`config.mk`:
```
export PLATFORM = sky130hd
export DESIGN_NAME = mult_result_accumulator
export DESIGN_NICKNAME = d
export VERILOG_FILES = /design/src/rtl/mult_result_accumulator.sv
export SDC_FILE = /design/constraint.sdc
export NUM_CORES = 1
export LEC_CHECK = 0
export ABC_AREA = 0
export BUFFER_PORTS_ARGS = -buffer_cell sky130_fd_sc_hd__buf_2
export CORE_MARGIN = 3
export CORE_UTILIZATION = 52
export CTS_CLUSTER_DIAMETER = 80
export DETAILED_ROUTE_END_ITERATION = 10
export GPL_ROUTABILITY_DRIVEN = 0
export PLACE_DENSITY_LB_ADDON = 0.1
export SYNTH_ARGS = -nofsm -noshare
export SYNTH_HDL_FRONTEND = slang
export SYNTH_SLANG_ARGS = --single-unit
```
`constraint.sdc`:
```
create_clock -name clk_i -period 13.1 [get_ports clk_i]
set_clock_uncertainty 0.15 [all_clocks]
set_input_delay 1.31 -clock clk_i [delete_from_list [all_inputs] [get_ports clk_i]]
set_output_delay 1.31 -clock clk_i [all_outputs]
set_load 0.01 [all_outputs]
```
`src/rtl/mult_result_accumulator.sv`:
```
// Sums each group of NUM_TERMS product beats from the multiplier and queues the group sums
// in a 2-entry FIFO drained by a valid/ready handshake; beats arriving while it is full are dropped.
module mult_result_accumulator #(
    parameter int unsigned DATA_LENGTH = 32,
    parameter int unsigned NUM_TERMS   = 4,
    parameter int unsigned GUARD_BITS  = $clog2(NUM_TERMS)
) (
    input  logic                                clk_i,
    input  logic                                rst_i,
    input  logic                                in_valid_i,
    input  logic [2*DATA_LENGTH-1:0]            in_data_i,
    output logic                                in_ready_o,
    input  logic                                clear_i,
    output logic [2*DATA_LENGTH+GUARD_BITS-1:0] sum_o,
    output logic                                sum_valid_o,
    input  logic                                sum_ready_i,
    output logic                                busy_o,
    output logic                                drop_o
);

    localparam int unsigned SW = 2 * DATA_LENGTH + GUARD_BITS;
    localparam int unsigned CW = $clog2(NUM_TERMS);
    localparam logic [CW-1:0] LAST_COUNT = CW'(NUM_TERMS - 1);

    logic [SW-1:0] r_acc;
    logic [CW-1:0] r_count;
    logic [SW-1:0] r_mem [2];
    logic          r_wr_ptr;
    logic          r_rd_ptr;
    logic [1:0]    r_occ;
    logic          r_drop;

    logic          w_full;
    logic          w_empty;
    logic          w_accept;
    logic          w_last;
    logic          w_push;
    logic          w_pop;
    logic          w_drop;
    logic [SW-1:0] w_acc_sum;

    assign w_full    = (r_occ == 2'd2);
    assign w_empty   = (r_occ == 2'd0);

    // Ready depends on registered occupancy only, so a same-cycle pop never reopens a full buffer.
    assign in_ready_o = !w_full && !rst_i;

    assign w_accept  = in_valid_i && in_ready_o && !clear_i;
    assign w_last    = w_accept && (r_count == LAST_COUNT);
    assign w_push    = w_last;
    assign w_pop     = !w_empty && sum_ready_i;
    assign w_drop    = in_valid_i && !in_ready_o && !clear_i && !rst_i;
    assign w_acc_sum = r_acc + {{GUARD_BITS{1'b0}}, in_data_i};

    assign sum_valid_o = !w_empty;
    assign sum_o       = w_empty ? '0 : r_mem[r_rd_ptr];
    assign busy_o      = (r_count != '0) || !w_empty;
    assign drop_o      = r_drop;

    always_ff @(posedge clk_i) begin
        if (rst_i) begin
            r_acc    <= '0;
            r_count  <= '0;
            r_wr_ptr <= 1'b0;
            r_rd_ptr <= 1'b0;
            r_occ    <= 2'd0;
            r_drop   <= 1'b0;
        end else begin
            if (clear_i || w_last) begin
                r_acc   <= '0;
                r_count <= '0;
            end else if (w_accept) begin
                r_acc   <= w_acc_sum;
                r_count <= r_count + CW'(1);
            end

            if (w_push) begin
                r_wr_ptr <= ~r_wr_ptr;
            end
            if (w_pop) begin
                r_rd_ptr <= ~r_rd_ptr;
            end

            if (w_push && !w_pop) begin
                r_occ <= r_occ + 2'd1;
            end else if (!w_push && w_pop) begin
                r_occ <= r_occ - 2'd1;
            end

            if (w_drop) begin
                r_drop <= 1'b1;
            end
        end
    end

    // Storage needs no reset: entries are only visible through occupancy.
    always_ff @(posedge clk_i) begin
        if (!rst_i && w_push) begin
            r_mem[r_wr_ptr] <= w_acc_sum;
        end
    end

endmodule
```
==> summary.md <==
| Metric | Value |
|---|---|
| Post-synth ARST share | `0%` |
| Compound-gate portion of the synthesized area | `~17%` |
| Fraction of the mapped netlist area in adder cells | `7.333%` |
| Grt ovf | `0` |
| Final setup fails | `0` |
| Number of max-cap violations | `0` |
| Area fraction of the dominant cell type after synthesis | `between 30% and 40%` |
| Worst ir drop on vdd | `approximately 0.11 mV` |
| Crit Path Max Fanout | `6` |
| Pin count of the biggest net entering global routing | `83` |
| Area occupied by multi-input gates | `5888 sq um` |
| Setup Crit Path Kind | `primary input to register` |
| Tcrit/Tclk final | `31.64%` |
| Port Buffer Count | `138` |
| First-pass GRT wire length | `roughly 47 mm` |
| Ant diodes | `0` |
| Total power | `1453 uW` |
| CTS tree | `yes` |
| Register area | `5449 sq um` |
| Post-CTS sizing | `0` |
| Fillers | `approximately 1,900` |
| DRC | `0` |
| Cell Pwr Density | `109.3 nW/um^2` |
| Fin Setup TNS | `0 ns` |
| Worst-path clk slew | `0.06 ns` |
| Largest family of logic cells by synthesized area | `compound AO/OA/AOI/OAI gates` |
| Register area share after synthesis | `roughly 47%` |
| Longest Clk Path Bufs | `3` |
| WHS | `0.3062 ns` |
| H-tree depth | `1` |
| Vias | `approximately 9,300` |
| RSZ-0062 raised after global routing | `no` |
| Number of CTS-inserted buffers | `22` |
| Leak | `around 0.0052 uW` |
| Most frequent cell after synthesis | `nand2_1` |
| Synth Area in Simple Gates | `between 10% and 20%` |
| Slew @ Worst Pin | `0.9399 ns` |
| Xor/xnor share of the synthesized area | `5.088%` |
| YS warnings | `0` |
| Ports | `139` |
| Mapped Area | `between 10,000 and 15,000 sq um` |
| Vias per cell | `5.790` |
| Avg Inst Size Synth | `9.706 sq um` |
| Outcome | `complete, no violations` |
| Slew HR | `37.34%` |
| Min-Delay Path Class | `register to register` |
| Final Routed Wirelength | `28.72 mm` |
| Mapped Nets | `about 1,300` |
| Crit. End Element | `register` |
| Distinct cells, synth | `62` |
| Core area | `21,960 sq um` |
| Final Worst Setup Slack | `8.956 ns` |
| Total Routing Usage GR | `23.46%` |
| Fin crit period | `4.144 ns` |
| Pre-CTS setup slack | `8.548 ns` |
| Layout cell share with drive strength beyond 1 | `16.09%` |
| 1st-iter DRT viols | `673` |
| Multiplexer share of the synthesized area | `6.253%` |
| Worst R2R Path Depth | `12` |
| Area grow syn2layout | `13.55%` |
| Final hold vios | `0` |
| Die X | `between 150 and 200 microns` |
| CP startpoint kind | `primary input` |
| Largest area contributor in the netlist | `edfxtp_1` |
| Initial Util | `53.30%` |
| Antenna violations before repair | `0` |
| Max-slew violation count | `0` |
| Fin nets | `1,445` |
| Commonest cells in the netlist | `nand2_1, edfxtp_1, a21oi_1, nor2_1, dfxtp_1` |
| Clk root buf | `clkbuf_16` |
| Clock sinks | `206` |
| Top FF cell, synth | `edfxtp_1` |
| Worst EP required | `13.18 ns` |
| Post-synth EDFFs | `132` |
| WL/cell | `roughly 18 microns` |
| Ranking of synthesized cells by area | `edfxtp_1, dfxtp_1, ha_1` |
| Die ar. | `24,350 sq um` |
| WHS Path Cells | `2` |
| Worst skew pair latency | `~0.5 ns` |
| Hold_buf cts | `0` |
| Routed Antenna Nets | `0` |
| Post-Syn Instances | `1,206` |
| TritonRoute pass-1 iters | `5` |
| Hpwl dp | `slightly above 20 mm` |
| Crit path DAT | `4.22 ns` |
| FMAX | `about 240 MHz` |
| Setup bufs post-CTS | `0` |
| Die Ht | `~160 microns` |
| Num rows | `54` |
| Synth Register Bits | `206` |
| Vias in the first global route | `9,049` |
==> layer usage <==
metal	GRT usage, %	wire length, microns
met1	32.26	12870
met2	39.34	13600
met3	3.301	1519
met4	5.929	720
met5	0	0
==> power breakdown <==
group | internal, uW | total (uW) | switching [uW]
combinational | 44.7 | 130 | 85.6
clock | 364 | 624 | 260
sequential | 697 | 699 | 1.95
==> through the flow <==
| step | std cells | area (sq um) | util, % |
|---|---|---|---|
| after floorplan | 1206 | 11710 | - |
| after global placement | 1564 | 12570 | 57.23 |
| after detailed placement | 1564 | 12570 | 57.23 |
| after CTS | 1604 | 13290 | 60.53 |
| after global routing | 1604 | 13290 | 60.53 |
| final | 1604 | 13290 | 60.53 |
==> critical path, cell delays in order <==
cell and delay, ns:
buf_2 0.08, ha_1 0.18, inv_1 0.06, fa_1 0.39
nand2b_1 0.19, a21oi_1 0.24, o21ai_1 0.14, nand3b_2 0.19
o2111ai_1 0.25, a211o_1 0.40, and2_1 0.23, o21ai_0 0.40
xor2_1 0.15
==> cell type report <==
type                            count  area share [%]
Multi-Input combinational cell    899           44.30
Sequential cell                   206           41.00
Timing Repair Buffer              147           5.705
Clock buffer                       29           4.490
Tap cell                          280           2.636
Clock inverter                     11          0.9696
Inverter                           32          0.9037
==> worst paths after layout <==
check | slack (ns) | from | to
setup reg to reg | 9.50 | r_acc[0] | r_mem[0][62]
hold / removal | 0.31 | r_acc[31] | r_acc[31]
hold reg to reg | 0.31 | r_acc[31] | r_acc[31]
setup / recovery | 8.96 | in_data_i[0] | r_mem[0][62]
==> layout by cell type, fill, tap and decap left out, types with 3 or more instances in the layout <==
cell type,synthesis,routed
mux2i_1,72,72
nand4_1,23,23
a21boi_0,3,3
edfxtp_1,132,132
dfxtp_1,74,73
buf_4,0,9
nor3_1,23,23
o21bai_1,19,19
a21o_1,23,23
a211oi_2,3,3
xor2_1,23,23
a221o_1,4,4
nand3_1,25,25
ha_1,67,67
and2_1,7,6
and3_1,9,8
clkbuf_16,0,22
a21oi_1,128,128
a31oi_1,11,11
clkinv_2,0,4
or3_1,9,9
nor4_1,3,3
clkbuf_1,51,5
o21ai_0,42,42
or4_1,3,3
nor2b_1,8,8
nor2_1,123,121
a32o_1,6,6
a211oi_1,3,3
buf_2,12,138
o21ai_1,6,6
a41oi_1,4,4
inv_1,32,32
o211ai_1,9,9
nand2b_1,10,10
nand2_1,145,143
o21a_1,7,7
xnor2_1,45,45
==> registers in the layout, indices dropped and copies added (netlist names), named ones only <==
signal and count:
r_rd_ptr 1, r_occ 2, r_wr_ptr 1, r_acc 66
drop_o 1, r_mem 132, r_count 2
==> cell families (layout without fill, tap and decap cells) <==
family | after synthesis | in the layout
xor+xnor | 68 | 68
buf+inv | 101 | 219
simple gates | 392 | 392
compound gates | 298 | 298
fa+ha+maj | 68 | 68
flops | 206 | 206
mux | 73 | 73
Note: power is estimated with default switching activity, not from simulation.
